--- config.mk ---
export PLATFORM = sky130hd
export DESIGN_NAME = sobel_edge_filter_flat
export DESIGN_NICKNAME = d
export VERILOG_FILES = /design/src/rtl/sobel_edge_filter_pkg.sv /design/src/rtl/sobel_edge_filter_if.sv /design/src/rtl/sobel_edge_filter_gray.sv /design/src/rtl/sobel_edge_filter.sv /design/src/flat_wrapper.sv
export SDC_FILE = /design/constraint.sdc
export NUM_CORES = 1
export LEC_CHECK = 0
export ABC_AREA = 1
export CAP_MARGIN = 30
export CORE_ASPECT_RATIO = 0.7
export CORE_MARGIN = 4
export CORE_UTILIZATION = 55
export DETAILED_ROUTE_END_ITERATION = 8
export HOLD_SLACK_MARGIN = 0.05
export PLACE_DENSITY = 0.9
export SYNTH_ARGS = -nofsm -noshare
export SYNTH_HDL_FRONTEND = slang
export SYNTH_SLANG_ARGS = --single-unit
--- constraint.sdc ---
create_clock -name readClk -period 13.5 [get_ports readClk]
set_input_delay 3.375 -clock readClk [delete_from_list [all_inputs] [get_ports readClk]]
set_output_delay 3.375 -clock readClk [all_outputs]
set_load 0.01 [all_outputs]
--- src/rtl/sobel_edge_filter_pkg.sv ---
// Pixel-format constants, display geometry and filter-mode encodings shared
// by the VGA post-processing blocks.
package pixel_pkg;

  localparam int PIX_W = 12;
  localparam int R_HI  = 11;
  localparam int R_LO  = 8;
  localparam int G_HI  = 7;
  localparam int G_LO  = 4;
  localparam int B_HI  = 3;
  localparam int B_LO  = 0;

  localparam int         H_ACTIVE   = 640;
  localparam int         V_ACTIVE   = 480;
  localparam logic [7:0] THRESH_RST = 8'h40;

  typedef enum logic [1:0] {
    MODE_PASS = 2'd0,
    MODE_GRAY = 2'd1,
    MODE_EDGE = 2'd2,
    MODE_BIN  = 2'd3
  } mode_t;

  // Per-pixel side-band carried down the pipeline next to the arithmetic.
  typedef struct packed {
    logic             valid;
    logic [9:0]       x;
    logic [8:0]       y;
    logic [PIX_W-1:0] centre;
    mode_t            mode;
    logic [7:0]       thresh;
  } side_t;

endpackage

--- src/rtl/sobel_edge_filter_if.sv ---
// Window-in / pixel-out bundle between the 3x3 window buffer, the Sobel
// filter and the VGA output path.
interface sobel_edge_filter_if;
  import pixel_pkg::*;

  logic             inValid;
  logic [9:0]       inX;
  logic [8:0]       inY;
  logic [PIX_W-1:0] pix_lu, pix_lm, pix_ld;
  logic [PIX_W-1:0] pix_mu, pix_mm, pix_md;
  logic [PIX_W-1:0] pix_ru, pix_rm, pix_rd;
  logic             frameStart;
  logic [1:0]       modeIn;
  logic [7:0]       threshIn;

  logic             outValid;
  logic [9:0]       outX;
  logic [8:0]       outY;
  logic [PIX_W-1:0] outPixel;
  logic [18:0]      edgeCount;

  modport master (
    output inValid, inX, inY, pix_lu, pix_lm, pix_ld, pix_mu, pix_mm, pix_md,
           pix_ru, pix_rm, pix_rd, frameStart, modeIn, threshIn,
    input  outValid, outX, outY, outPixel, edgeCount
  );

  modport slave (
    input  inValid, inX, inY, pix_lu, pix_lm, pix_ld, pix_mu, pix_mm, pix_md,
           pix_ru, pix_rm, pix_rd, frameStart, modeIn, threshIn,
    output outValid, outX, outY, outPixel, edgeCount
  );

endinterface

--- src/rtl/sobel_edge_filter_gray.sv ---
// RGB444 to 6-bit luminance approximation g = R + 2G + B (0..60).
module rgb444_to_gray
  import pixel_pkg::*;
(
  input  logic [PIX_W-1:0] pix,
  output logic [5:0]       gray
);

  assign gray = {2'b00, pix[R_HI:R_LO]} + {1'b0, pix[G_HI:G_LO], 1'b0}
              + {2'b00, pix[B_HI:B_LO]};

endmodule

--- src/rtl/sobel_edge_filter.sv ---
// Sobel edge / grayscale post-filter for the VGA path: fixed 4-stage pipeline
// with a per-frame edge-pixel counter for debug readout.
module sobel_edge_filter #(
  parameter int         H_ACTIVE   = pixel_pkg::H_ACTIVE,
  parameter int         V_ACTIVE   = pixel_pkg::V_ACTIVE,
  parameter logic [7:0] THRESH_RST = pixel_pkg::THRESH_RST
) (
  input logic                readClk,
  input logic                reset,
  sobel_edge_filter_if.slave bus
);
  import pixel_pkg::*;

  localparam logic [18:0] CNT_MAX = 19'h7FFFF;

  mode_t             modeShadow_r;
  logic [7:0]        threshShadow_r;
  side_t             sideIn_s, s1Side_r, s2Side_r, s3Side_r;
  logic [PIX_W-1:0]  winPix_s [9];
  logic [5:0]        gray_s [9];
  logic [5:0]        s1Gray_r [9];
  logic signed [9:0] gx_s, gy_s, s2Gx_r, s2Gy_r;
  logic [5:0]        s2GrayMm_r, s3GrayMm_r;
  logic [9:0]        absGx_s, absGy_s, magSum_s;
  logic [7:0]        mag8_s, s3Mag8_r;
  logic              border_s, s3Border_r, countHit_s;
  logic [PIX_W-1:0]  pixelOut_s, outPixel_r;
  logic              outValid_r;
  logic [9:0]        outX_r;
  logic [8:0]        outY_r;
  logic [18:0]       runCount_r, edgeCount_r;

  function automatic logic signed [9:0] sx(input logic [5:0] g);
    return $signed({4'b0000, g});
  endfunction

  // A frameStart pixel already uses the values arriving with it.
  always_comb begin
    sideIn_s        = '0;
    sideIn_s.valid  = bus.inValid;
    sideIn_s.x      = bus.inX;
    sideIn_s.y      = bus.inY;
    sideIn_s.centre = bus.pix_mm;
    if (bus.frameStart) begin
      sideIn_s.mode   = mode_t'(bus.modeIn);
      sideIn_s.thresh = bus.threshIn;
    end else begin
      sideIn_s.mode   = modeShadow_r;
      sideIn_s.thresh = threshShadow_r;
    end
  end

  // Mode/threshold shadows, frozen between frameStart pulses.
  always_ff @(posedge readClk or posedge reset) begin
    if (reset) begin
      modeShadow_r   <= MODE_PASS;
      threshShadow_r <= THRESH_RST;
    end else if (bus.frameStart) begin
      modeShadow_r   <= mode_t'(bus.modeIn);
      threshShadow_r <= bus.threshIn;
    end
  end

  assign winPix_s = '{bus.pix_lu, bus.pix_lm, bus.pix_ld, bus.pix_mu, bus.pix_mm,
                      bus.pix_md, bus.pix_ru, bus.pix_rm, bus.pix_rd};

  for (genvar i = 0; i < 9; i++) begin : g_gray
    rgb444_to_gray u_gray (.pix(winPix_s[i]), .gray(gray_s[i]));
  end

  // Index order: 0..2 left column (u,m,d), 3..5 middle, 6..8 right.
  assign gx_s = (sx(s1Gray_r[6]) + 10'sd2 * sx(s1Gray_r[7]) + sx(s1Gray_r[8]))
              - (sx(s1Gray_r[0]) + 10'sd2 * sx(s1Gray_r[1]) + sx(s1Gray_r[2]));
  assign gy_s = (sx(s1Gray_r[2]) + 10'sd2 * sx(s1Gray_r[5]) + sx(s1Gray_r[8]))
              - (sx(s1Gray_r[0]) + 10'sd2 * sx(s1Gray_r[3]) + sx(s1Gray_r[6]));

  // Magnitude, 8-bit clamp and border suppression.
  always_comb begin
    absGx_s  = s2Gx_r[9] ? $unsigned(-s2Gx_r) : $unsigned(s2Gx_r);
    absGy_s  = s2Gy_r[9] ? $unsigned(-s2Gy_r) : $unsigned(s2Gy_r);
    magSum_s = absGx_s + absGy_s;
    border_s = (s2Side_r.x == 10'd0) || (s2Side_r.x == 10'(H_ACTIVE - 1))
            || (s2Side_r.y == 9'd0)  || (s2Side_r.y == 9'(V_ACTIVE - 1));
    if (border_s) begin
      mag8_s = 8'd0;
    end else if (magSum_s > 10'd255) begin
      mag8_s = 8'd255;
    end else begin
      mag8_s = magSum_s[7:0];
    end
  end

  // Stage registers S1..S3; no stall, every stage loads every cycle.
  always_ff @(posedge readClk or posedge reset) begin
    if (reset) begin
      s1Side_r   <= '0;
      s1Gray_r   <= '{default: 6'd0};
      s2Side_r   <= '0;
      s2Gx_r     <= 10'sd0;
      s2Gy_r     <= 10'sd0;
      s2GrayMm_r <= 6'd0;
      s3Side_r   <= '0;
      s3Mag8_r   <= 8'd0;
      s3Border_r <= 1'b0;
      s3GrayMm_r <= 6'd0;
    end else begin
      s1Side_r   <= sideIn_s;
      s1Gray_r   <= gray_s;
      s2Side_r   <= s1Side_r;
      s2Gx_r     <= gx_s;
      s2Gy_r     <= gy_s;
      s2GrayMm_r <= s1Gray_r[4];
      s3Side_r   <= s2Side_r;
      s3Mag8_r   <= mag8_s;
      s3Border_r <= border_s;
      s3GrayMm_r <= s2GrayMm_r;
    end
  end

  // Output pixel selection by the mode that travelled with the pixel.
  always_comb begin
    pixelOut_s = 12'h000;
    case (s3Side_r.mode)
      MODE_PASS: pixelOut_s = s3Side_r.centre;
      MODE_GRAY: pixelOut_s = {3{s3GrayMm_r[5:2]}};
      MODE_EDGE: pixelOut_s = {3{s3Mag8_r[7:4]}};
      MODE_BIN: begin
        if (s3Mag8_r >= s3Side_r.thresh) pixelOut_s = 12'hFFF;
        else pixelOut_s = 12'h000;
      end
      default:   pixelOut_s = 12'h000;
    endcase
  end

  // Border is excluded explicitly: with thresh 0 the forced mag8 would still pass.
  assign countHit_s = s3Side_r.valid && !s3Border_r && (s3Mag8_r >= s3Side_r.thresh);

  // S4 output registers.
  always_ff @(posedge readClk or posedge reset) begin
    if (reset) begin
      outValid_r <= 1'b0;
      outX_r     <= 10'd0;
      outY_r     <= 9'd0;
      outPixel_r <= 12'h000;
    end else begin
      outValid_r <= s3Side_r.valid;
      outX_r     <= s3Side_r.x;
      outY_r     <= s3Side_r.y;
      outPixel_r <= pixelOut_s;
    end
  end

  // Saturating edge counter; a hit coinciding with frameStart opens the new frame.
  always_ff @(posedge readClk or posedge reset) begin
    if (reset) begin
      runCount_r  <= 19'd0;
      edgeCount_r <= 19'd0;
    end else if (bus.frameStart) begin
      edgeCount_r <= runCount_r;
      runCount_r  <= countHit_s ? 19'd1 : 19'd0;
    end else if (countHit_s && (runCount_r != CNT_MAX)) begin
      runCount_r <= runCount_r + 19'd1;
    end
  end

  assign bus.outValid  = outValid_r;
  assign bus.outX      = outX_r;
  assign bus.outY      = outY_r;
  assign bus.outPixel  = outPixel_r;
  assign bus.edgeCount = edgeCount_r;

endmodule

--- src/flat_wrapper.sv ---
// flat-port wrapper written by rule: the top's interface ports become plain ports
module sobel_edge_filter_flat import pixel_pkg::*;
#(
  parameter int         H_ACTIVE   = pixel_pkg::H_ACTIVE,
  parameter int         V_ACTIVE   = pixel_pkg::V_ACTIVE,
  parameter logic [7:0] THRESH_RST = pixel_pkg::THRESH_RST
)
  (readClk, reset, bus_inValid, bus_inX, bus_inY, bus_pix_lu, bus_pix_lm, bus_pix_ld, bus_pix_mu, bus_pix_mm, bus_pix_md, bus_pix_ru, bus_pix_rm, bus_pix_rd, bus_frameStart, bus_modeIn, bus_threshIn, bus_outValid, bus_outX, bus_outY, bus_outPixel, bus_edgeCount);
  sobel_edge_filter_if bus_i ();
  input logic readClk;
  input logic reset;
  input wire logic [$bits(bus_i.inValid)-1:0] bus_inValid;
  input wire logic [$bits(bus_i.inX)-1:0] bus_inX;
  input wire logic [$bits(bus_i.inY)-1:0] bus_inY;
  input wire logic [$bits(bus_i.pix_lu)-1:0] bus_pix_lu;
  input wire logic [$bits(bus_i.pix_lm)-1:0] bus_pix_lm;
  input wire logic [$bits(bus_i.pix_ld)-1:0] bus_pix_ld;
  input wire logic [$bits(bus_i.pix_mu)-1:0] bus_pix_mu;
  input wire logic [$bits(bus_i.pix_mm)-1:0] bus_pix_mm;
  input wire logic [$bits(bus_i.pix_md)-1:0] bus_pix_md;
  input wire logic [$bits(bus_i.pix_ru)-1:0] bus_pix_ru;
  input wire logic [$bits(bus_i.pix_rm)-1:0] bus_pix_rm;
  input wire logic [$bits(bus_i.pix_rd)-1:0] bus_pix_rd;
  input wire logic [$bits(bus_i.frameStart)-1:0] bus_frameStart;
  input wire logic [$bits(bus_i.modeIn)-1:0] bus_modeIn;
  input wire logic [$bits(bus_i.threshIn)-1:0] bus_threshIn;
  output wire logic [$bits(bus_i.outValid)-1:0] bus_outValid;
  output wire logic [$bits(bus_i.outX)-1:0] bus_outX;
  output wire logic [$bits(bus_i.outY)-1:0] bus_outY;
  output wire logic [$bits(bus_i.outPixel)-1:0] bus_outPixel;
  output wire logic [$bits(bus_i.edgeCount)-1:0] bus_edgeCount;
  assign bus_i.inValid = bus_inValid;
  assign bus_i.inX = bus_inX;
  assign bus_i.inY = bus_inY;
  assign bus_i.pix_lu = bus_pix_lu;
  assign bus_i.pix_lm = bus_pix_lm;
  assign bus_i.pix_ld = bus_pix_ld;
  assign bus_i.pix_mu = bus_pix_mu;
  assign bus_i.pix_mm = bus_pix_mm;
  assign bus_i.pix_md = bus_pix_md;
  assign bus_i.pix_ru = bus_pix_ru;
  assign bus_i.pix_rm = bus_pix_rm;
  assign bus_i.pix_rd = bus_pix_rd;
  assign bus_i.frameStart = bus_frameStart;
  assign bus_i.modeIn = bus_modeIn;
  assign bus_i.threshIn = bus_threshIn;
  assign bus_outValid = bus_i.outValid;
  assign bus_outX = bus_i.outX;
  assign bus_outY = bus_i.outY;
  assign bus_outPixel = bus_i.outPixel;
  assign bus_edgeCount = bus_i.edgeCount;
  sobel_edge_filter #(.H_ACTIVE(H_ACTIVE), .V_ACTIVE(V_ACTIVE), .THRESH_RST(THRESH_RST)) u_core (.readClk(readClk), .reset(reset), .bus(bus_i));
endmodule
=== Yosys cells after proc, flatten, opt, wreduce, memory -nomap -nowiden ===
Index checks and enable logic that the tools add are counted.

* Reduce and logical (&&, ||, !) cells: 11
* $add $sub $neg: 32
* Eq/ne operators: 6
* Muxes and demuxes: 10
* Magnitude comparators: 2

{| class="wikitable"
|+ Operators with widths
! operator !! count
|-
| adder 4 x 5 -> 6 bit || 9
|-
| adder 6 x 4 -> 6 bit || 9
|-
| case mux 12 bit (4 select lines) || 1
|-
| adder 10 x 7 -> 10 bit || 4
|-
| 2-to-1 mux 19 bit || 2
|-
| adder 6 x 7 -> 8 bit || 4
|-
| 2-to-1 mux 10 bit || 3
|-
| negation 10 bit || 2
|-
| subtractor 10 bit || 2
|-
| adder 19 x 1 -> 19 bit, second input constant || 1
|-
| != test 19 bit, second input constant || 1
|-
| 2-to-1 mux 8 bit || 2
|-
| 2-to-1 mux 12 bit || 1
|-
| adder 10 bit || 1
|-
| equality test 10 bit, second input constant || 1
|-
| > comparator 10 x 8 -> 1 bit, second input constant || 1
|-
| zero test 10 bit || 1
|-
| equality test 9 bit, second input constant || 1
|-
| zero test 9 bit || 1
|-
| greater-or-equal comparator 8 bit || 1
|-
| equality test 2 bit, second input constant || 2
|-
| logical AND 1 bit || 3
|-
| logical OR 1 bit || 3
|-
| equality test 2 x 1 -> 1 bit, second input constant || 1
|-
| other kinds (4) || 4
|}

* Logic and storage cells: 102
* Output and inout port bits: 51
* Bits of input ports: 141
* Bits in registers: 301

=== Depth between registers and ports, before layout ===
* Depth in word-level cells: 6
* Gate-level depth with buffers: 20
* Depth with buffers taken out: 20

=== Cells and area by module ===
A second synthesis with hierarchy kept.

* Cell total of the unflattened synthesis: 1288
* Area, all modules: 13835.8 µm²

{| class="wikitable"
|+ By module, submodules not included
! module !! sequential area each (µm²) !! instances !! area each (µm²) !! cells each
|-
| sobel_edge_filter || 7383.3 || 1 || 11763.8 || 1027
|-
| rgb444_to_gray || 0.0 || 9 || 230.2 || 29
|}

=== Least setup slack after synthesis ===
No wires, ideal clock.

* Path type: in2reg
* From: input port bus_pix_rd[1]
* To: register u_core.s1Gray_r[3] (netlist bit)
* Buffers on the path: 0
* Data required time: 13377 ps
* Slack: 8771 ps
* Data arrival time: 4606 ps
* Library setup time: 123 ps
* Stages on the path: 5
* Cell sequence: fa_1 -> ha_1 -> inv_1 -> fa_1 -> xnor2_1

* Word-level cells in the longest chain between the ends: 1

{| class="wikitable"
|+ Ends and longest elaborated chain
! element !! line !! text
|-
| start, declared || flat_wrapper.sv:23 || <nowiki>input wire logic [$bits(bus_i.pix_rd)-1:0] bus_pix_rd;</nowiki>
|-
| adder 6 x 4 -> 6 bit || sobel_edge_filter_gray.sv:10 || <nowiki>+ {2'b00, pix[B_HI:B_LO]};</nowiki>
|-
| net u_core.g_gray[8].u_gray.gray[3] || sobel_edge_filter_gray.sv:6 || <nowiki>output logic [5:0] gray</nowiki>
|-
| end signal, assigned || sobel_edge_filter.sv:108 || <nowiki>s1Gray_r <= gray_s;</nowiki>
|-
| end, declared || sobel_edge_filter.sv:21 || <nowiki>logic [5:0] s1Gray_r [9];</nowiki>
|}

The timed path passes the listed nets, and every way through them passes these cells.
A chain may end at the register's enable or synchronous reset.

=== Worst setup path in the final report ===
* From: register u_core.edgeCount_r[15], in the netlist u_core.bus.edgeCount[15]
* To: output port bus_edgeCount[15]

{| class="wikitable"
|+ RTL lines
! element !! line !! text
|-
| start, declared || sobel_edge_filter.sv:31 || <nowiki>logic [18:0] runCount_r, edgeCount_r;</nowiki>
|-
| start signal, assigned || sobel_edge_filter.sv:159 || <nowiki>edgeCount_r <= runCount_r;</nowiki>
|-
| end, declared || flat_wrapper.sv:31 || <nowiki>output wire logic [$bits(bus_i.edgeCount)-1:0] bus_edgeCount;</nowiki>
|}

No word-level cell between the ends.

==> results.txt <==
outcome: completed
setup bufs post-CTS: 0
unrepaired setup endpoints after global routing: no
Max Cap Violations: 0
H-tree depth: 1
most common cell in the synthesized netlist: dfrtp_1
Buf/Inv on CP: 1
area delta synth->final: 22.4%
placed insts: 1,809
die width: 199 µm
Synth warnings: 0
row count: 48
die height: 142 µm
Routed WL: 28.7 mm
GP Congestion: 0.916
Peak VDD IR: 0.275 mV
via/cell ratio: 5.10
TritonCTS Sinks: 295
area of the multi-input gates: 0.00589 mm²
share of layout cells above drive strength 1: 3.98%
top_reg_cell synth: dfrtp_1
top cells by count, synth: dfrtp_1, nand2_1, inv_1
Leak: 8.36 nW
Syn Std Cell Area: 0.0141 mm²
ranking of synthesized cells by area: dfrtp_1, ha_1, fa_1
number of synthesized register bits: 295
ant diodes: 0
Detailed Routing Iterations Pass 1: 7
antenna viol nets, final: 0
Worst-Margin Slew: 0.954 ns
Max FO, Critical Path: 2
post-synthesis mux area share: 0%
Worst setup endpoint: bus_edgeCount[15]
IO buf count: 191
Initial Utilization: 56.4%
final core utilization: 69.1%
dpl hpwl: 21.5 mm
IO Pins: 192
adder-cell share of the synthesized area: 18.9%
Clock Latency Late Sink: 0.53 ns
clock buffer depth: 3
share of the synthesized area in the top cell type: 52.3%
cell area after layout: 0.0172 mm²
DR iter-0 viols: 600
CTS tree: yes
PwrDens: 270 mW/mm²
CP max-delay cell: clkdlybuf4s50_1
post-route minimum period: 4.85 ns
worst hold path class: reg2reg
Die Area: 0.0282 mm²
drt drc: 0
largest net degree at the start of global routing: 188
synth unique cells: 39
WS Path Type: reg2out
gr usage total: 20.7%
largest family of logic cells by synthesized area: adder cells
Worst R2R Setup Slack: 9.78 ns
total core area: 0.0249 mm²
Synth Area in Simple Gates: 14.0%
family with the most delay on the worst path: buffers and inverters
setup TNS: 0 ns
area leader, netlist: dfrtp_1
vias in the first global route: 10,000
Synth Instances: 1,308
Fillers: 1,707
DP Area: 0.0163 mm²
setup violators final: 0
# nets final: 1,828
Fmax achieved: 0.206 GHz
asr flop ratio synth: 100%
crit-path cells: clkdlybuf4s50_1
hold buffers post-CTS: 0
total power: 4.65 mW
Critical Path Start Type: register
critical path endpoint category: output pin
CTS clk-pin slew, worst paths: 0.07 ns
routed len/inst: 15.5 µm
max incr delay on CP: 0.57 ns
final period utilization: 35.9%
Synthesized Nets: 1,623
Slew headroom: 36.4%
sequential share of the synthesized area: 52.5%
first-pass GRT wire length: 47.6 mm
launching point of the worst reg2reg path: u_core.s1Gray_r[13]
worst path required time: 10.12 ns
CTS resizes: 0
FF+latch area: 0.00738 mm²
clk root buf: clkbuf_16
Clock Skews: 0.0159 ns
reg2reg path depth: 14
WP data arrival: 1.47 ns
Setup crit start: u_core.bus.edgeCount[15]
Slew Viols, Final: 0
CTS buffer count: 27
grt ovf: 0
post-route insts no fill: 1,858
post-synthesis compound-gate area fraction: 4.03%
r2r endpoint: u_core.s2Gx_r[8]
Critical Path Stages: 1
Final Hold Vio Count: 0
xor/xnor share of the synthesized area: 4.86%
Via Count: 9,481
initial antenna violation count: 2
number of flops mapped to enable cells by yosys: 0
Avg Inst Size Synth: 10.8 µm²
-- worst min path at each step --
stage,startpoint,to,slack (ns),cells past startpoint
finish,u_core.s2GrayMm_r[2],u_core.s3GrayMm_r[2],0.34,0
global route,u_core.s2Side_r[14],u_core.s3Side_r[14],0.35,0
CTS,u_core.s2GrayMm_r[2],u_core.s3GrayMm_r[2],0.35,0
detailed placement,u_core.s3Side_r[35],u_core.bus.outX[4],0.33,0
global placement,u_core.s2Side_r[5],u_core.s3Side_r[5],0.33,0
floorplan,u_core.s3Side_r[31],u_core.bus.outX[0],0.33,0
-- state kept, by name (all words and copies together) (netlist names) --
| name | count |
|---|---|
| u_core.s2Gy_r | 10 |
| u_core.bus.edgeCount | 19 |
| u_core.s3Mag8_r | 8 |
| u_core.bus.outPixel | 12 |
| u_core.modeShadow_r | 2 |
| u_core.bus.outX | 10 |
| u_core.s2GrayMm_r | 4 |
| u_core.s3Border_r | 1 |
| u_core.runCount_r | 19 |
| u_core.threshShadow_r | 8 |
| u_core.s3Side_r | 42 |
| u_core.s1Gray_r | 52 |
| u_core.s1Side_r | 42 |
| u_core.bus.outY | 9 |
| u_core.bus.outValid | 1 |
| u_core.s2Side_r | 42 |
| u_core.s2Gx_r | 10 |
| u_core.s3GrayMm_r | 4 |
-- through the flow --
stage | setup slack (ns) | hold slack (ns)
finish | 8.65 | 0.343
global placement | 8.15 | 0.331
global route | 8.36 | 0.353
CTS | 8.62 | 0.347
floorplan | 1.98 | 0.331
detailed placement | 8.08 | 0.335
-- cell families after synthesis --
logic type / Yosys count
simple gates: 458
flops: 295
buf+inv: 200
fa+ha+maj: 174
compound gates: 103
xor+xnor: 78
-- placed cells by master (no fill, tap or decap), drive strengths merged, types with 2 or more instances in the layout --
master,count
clkinv,7
nand2,263
a21oi,53
nand3b,3
nor4,3
clkbuf,37
bufinv,2
nor3,6
nor2,69
o31ai,5
ha,109
clkdlybuf4s50,190
xor2,50
a21o,5
clkinvlp,3
buf,3
nor3b,2
o21bai,4
fa,65
a31oi,2
xnor2,28
o21ai,29
nand3,100
dfrtp,294
inv,183
nand4,11
o211ai,3
-- report_power, final --
group / internal [mW] / switching (mW) / total (mW)
Clock: 0.449 / 0.321 / 0.770
Combinational: 1.11 / 1.62 / 2.74
Sequential: 1.06 / 0.0820 / 1.14
-- per-layer routing --
metal | track usage (%) | up-vias | routed length, µm
met5 | 0 | - | 27
met4 | 4.82 | 4 | 620
met3 | 3.58 | 57 | 1580
met2 | 36.1 | 267 | 14100
met1 | 27.3 | 4595 | 12400
li1 | - | 4558 | -
-- final cells by class --
| type | count | area share (%) |
|---|---|---|
| flip-flops and latches | 295 | 42.9 |
| multi-input cells | 813 | 34.2 |
| repair buffers | 193 | 11.2 |
| clock buffers | 37 | 4.61 |
| inverters | 183 | 4.03 |
| well taps | 325 | 2.36 |
| clock inverters | 12 | 0.705 |
Power figures use the tool's default switching activity.
==> patch 1, RTL diff (same settings) <==
Set the package constant `R_LO` to 9 (it was 8).
--- a/src/rtl/sobel_edge_filter_pkg.sv
+++ b/src/rtl/sobel_edge_filter_pkg.sv
@@ -5,5 +5,5 @@
   localparam int PIX_W = 12;
   localparam int R_HI  = 11;
-  localparam int R_LO  = 8;
+  localparam int R_LO  = 9;
   localparam int G_HI  = 7;
   localparam int G_LO  = 4;
Formal check against the unedited RTL: not equivalent (Yosys sat finds a counterexample within 10 cycles, from zero or initial values and one cycle with reset high).
==> patch 1 against the original RTL <==
- synthesized area shrank 1.0%
- total power decreased by 5.2%
- setup slack worse by 0.21 ns
- sequential cell count did not move
- clock power grew 3.6%
- cell area is 1.0% lower
- maximum frequency is 4.2% lower
- routed wire length is 2.1% lower
- final cell count down 1.2%
- global-route usage fell by 0.53 points
- first-iteration DRC count fell by 1.2%
- critical path type is now in -> reg
- highest routed layer unchanged
==> patch 1: results (changes against the original RTL) <==
[routing]
first_iter_violations = 593  ; -1.2%
drt-pass1-iter-count = 5  ; -2
wl_met3_um = 1510  ; -4.4%
viasPerCell = 5.09  ; -0.23%
dr_wl_met2_um = 14200  ; +0.75%

[logic_synthesis]
netlist_instances = 1296  ; -0.92%
synth_area_leaders = dfrtp_1 53%, ha_1 11%, fa_1 8.1%, nand2_1 6.4%, inv_1 4.9%
synth.distinct_cells = 38  ; -2.6%
synth_top_cells_by_count = 294 x dfrtp_1, 238 x nand2_1, 180 x inv_1
ys_seq_area_share_pct = 53.0  ; +0.53 points
synth_nets = 1611  ; -0.74%
synth_xor_area_share_pct = 4.91  ; +0.049 points

[worst_setup_path]
critPathMaxStageDelay_ns = 0.48  ; -0.09 ns
critPathSlowestCell = buf_4

[power_and_ir_drop]
internal-power_w = 0.00255  ; -3.0%
p_leak_nw = 8.30  ; -0.81%
peakVddDrop_mv = 0.241  ; -12%
total_power_w = 0.00441  ; -5.2%
comb_power_w = 0.00248  ; -9.5%

[global_route]
antenna_found_initial = 1  ; -1
grt.total_usage_pct = 20.1  ; -0.53 points
grt_pass1_wl_um = 46500  ; -2.4%
grt_use_met2_pct = 36.0  ; about the same
grtUsageMet1_pct = 25.5  ; -1.8 points
grt_util_met3_pct = 3.68  ; +0.095 points

[cells_and_area]
buffer_area_share_pct = 11.0  ; -0.28 points
multi_input_area_sq_um = 5770  ; -2.1%
final_layout_size_suffix_gt1_share_pct = 3.64  ; -0.34 points
sh_seq_area_pct = 43.3  ; +0.45 points
inv_count = 180  ; -1.6%
clockBufferCount = 33  ; -11%
nFillCells = 1732  ; +1.5%

[sta]
fin_skew_ns = 0.00693  ; -0.00893 ns
worstMarginPinSlew_ns = 1.09  ; +0.137 ns

[placement]
gp_congestion = 0.921  ; +0.53%
io_buffers = 183  ; -4.2%
dp_hpwl_um = 21100  ; -2.0%

[cts]
cts_buffers = 26  ; -3.7%

[outcome]
status = finished clean

patch 1: cell types whose count changed in the layout (fill, tap and decap cells not counted), moves of 7 or more:
| cell | before | now |
|---|---|---|
| fa_1 | 65 | 56 |
| clkbuf_8 | 8 | 1 |
| ha_1 | 109 | 118 |
| clkdlybuf4s50_1 | 190 | 183 |
| o21ai_0 | 29 | 40 |
| nand2_1 | 261 | 238 |
patch 1: path summary, 6_finish.rpt:
| kind | startpoint | to | slack, ns | cells past startpoint |
|---|---|---|---|---|
| max | bus_frameStart | u_core.runCount_r[17] | 8.44 | 7 |
| min | u_core.s1Gray_r[29] | u_core.s2GrayMm_r[5] | 0.34 | 0 |
| max reg2reg | u_core.s1Gray_r[39] | u_core.s2Gy_r[9] | 9.71 | 16 |
| min reg2reg | u_core.s1Gray_r[29] | u_core.s2GrayMm_r[5] | 0.34 | 0 |
| max in group asynchronous | reset | u_core.s2Side_r[25] | 8.64 | 3 |
| min in group asynchronous | reset | u_core.s1Gray_r[44] | 3.38 | 2 |
==> patch 2, RTL diff (config.mk and constraints unchanged) <==
Without the edit above. Make the reset (`reset`) synchronous in 4 clocked blocks.
--- a/src/rtl/sobel_edge_filter.sv
+++ b/src/rtl/sobel_edge_filter.sv
@@ -52,5 +52,5 @@
 
   // Mode/threshold shadows, frozen between frameStart pulses.
-  always_ff @(posedge readClk or posedge reset) begin
+  always_ff @(posedge readClk) begin
     if (reset) begin
       modeShadow_r   <= MODE_PASS;
@@ -92,5 +92,5 @@
 
   // Stage registers S1..S3; no stall, every stage loads every cycle.
-  always_ff @(posedge readClk or posedge reset) begin
+  always_ff @(posedge readClk) begin
     if (reset) begin
       s1Side_r   <= '0;
@@ -137,5 +137,5 @@
 
   // S4 output registers.
-  always_ff @(posedge readClk or posedge reset) begin
+  always_ff @(posedge readClk) begin
     if (reset) begin
       outValid_r <= 1'b0;
@@ -152,5 +152,5 @@
 
   // Saturating edge counter; a hit coinciding with frameStart opens the new frame.
-  always_ff @(posedge readClk or posedge reset) begin
+  always_ff @(posedge readClk) begin
     if (reset) begin
       runCount_r  <= 19'd0;
Function: changed (a bounded check fails within 10 cycles, from zero or initial values and one cycle with reset high; the reset may be asserted at any time).
==> patch 2 against the original RTL <==
- cell area hardly changed
- sequential cell count stayed put
- utilization hardly changed
- synthesized area is 0.14% higher
- total power is 32% lower
- setup slack worse by 0.13 ns
- sequential power is 11% lower
- routed wire length is 12% higher
- synthesized cell count is 33% higher
- critical path type is now in -> reg
- largest power group unchanged
==> patch 2: results (changes against the original RTL) <==
[logic_synthesis]
synth.distinct_cells = 37  ; -5.1%
netlist_instances = 1734  ; +33%
synth_flop_cell = dfxtp_1
synth_compound_area_share_pct = 8.52  ; +4.5 points
synth_top_cells_by_count = 399 x inv_1, 302 x nor2_1, 295 x dfxtp_1
synth_xor_area_share_pct = 2.18  ; -2.7 points

[routing]
wl_met1_um = 14000  ; +13%
vias = 11200  ; +18%
dr_wl_met2_um = 15000  ; +6.1%
drt-pass1-iter-count = 5  ; -2
wl_met3_um = 2390  ; +51%

[cells_and_area]
sh_seq_area_pct = 34.3  ; -8.6 points
seq_cells = 295  ; unchanged
nFillCells = 1790  ; +4.9%
nMultiInputCombCells = 996  ; +23%
buffer_area_share_pct = 11.4  ; +0.21 points
buffers = 196  ; +1.6%
multi_input_area_share_pct = 37.8  ; +3.6 points
inv_count = 400  ; +120%

[worst_setup_path]
crit_family = adder cells
r2r_cells = 16  ; +2
critPathSlowestCell = fa_1

[power_and_ir_drop]
p_leak_nw = 8.08  ; -3.4%
peakVddDrop_mv = 0.143  ; -48%

[global_route]
grt.total_usage_pct = 22.7  ; +2.0 points
grt_util_met3_pct = 4.53  ; +0.95 points
grt_use_met2_pct = 37.8  ; +1.7 points
grt_pass1_wl_um = 53400  ; +12%

[placement]
place_area_sq_um = 16300  ; -0.27%
dpl.cell_count = 2211  ; +22%
dp_hpwl_um = 23800  ; +11%
gp_congestion = 0.948  ; +3.5%
dp_slack_ns = 7.50  ; -0.583 ns

[sta]
worstMarginPinSlew_ns = 0.833  ; -0.121 ns
fin_skew_ns = 0.0166  ; +0.000723 ns

[outcome]
status = finished clean

[worst_hold_path]
min_path_cells = 2  ; +2

[cts]
cts_buffers = 26  ; -3.7%

patch 2: cell count changes after synthesis, sizes merged, moves of 48 or more:
| cell | unedited run | this run |
|---|---|---|
| nor2 | 69 | 305 |
| o21ai | 29 | 99 |
| inv | 183 | 399 |
| dfrtp | 294 | 0 |
| nand3 | 100 | 52 |
| dfxtp | 0 | 295 |
| nand2 | 263 | 150 |
patch 2: worst paths after layout:
path                        from                   to  slack (ns)
min reg2reg  u_core.s2Side_r[17]  u_core.s3Side_r[17]        0.40
min          u_core.s2Side_r[17]  u_core.s3Side_r[17]        0.40
max reg2reg  u_core.s1Gray_r[49]     u_core.s2Gx_r[8]        9.67
max                bus_pix_lm[1]  u_core.s1Gray_r[47]        8.52
patch 2: power breakdown:
part           switching (W)  internal [W]
logic               0.000841      0.000540
clock network       0.000334      0.000458
registers          0.0000525      0.000958
total                0.00123       0.00196
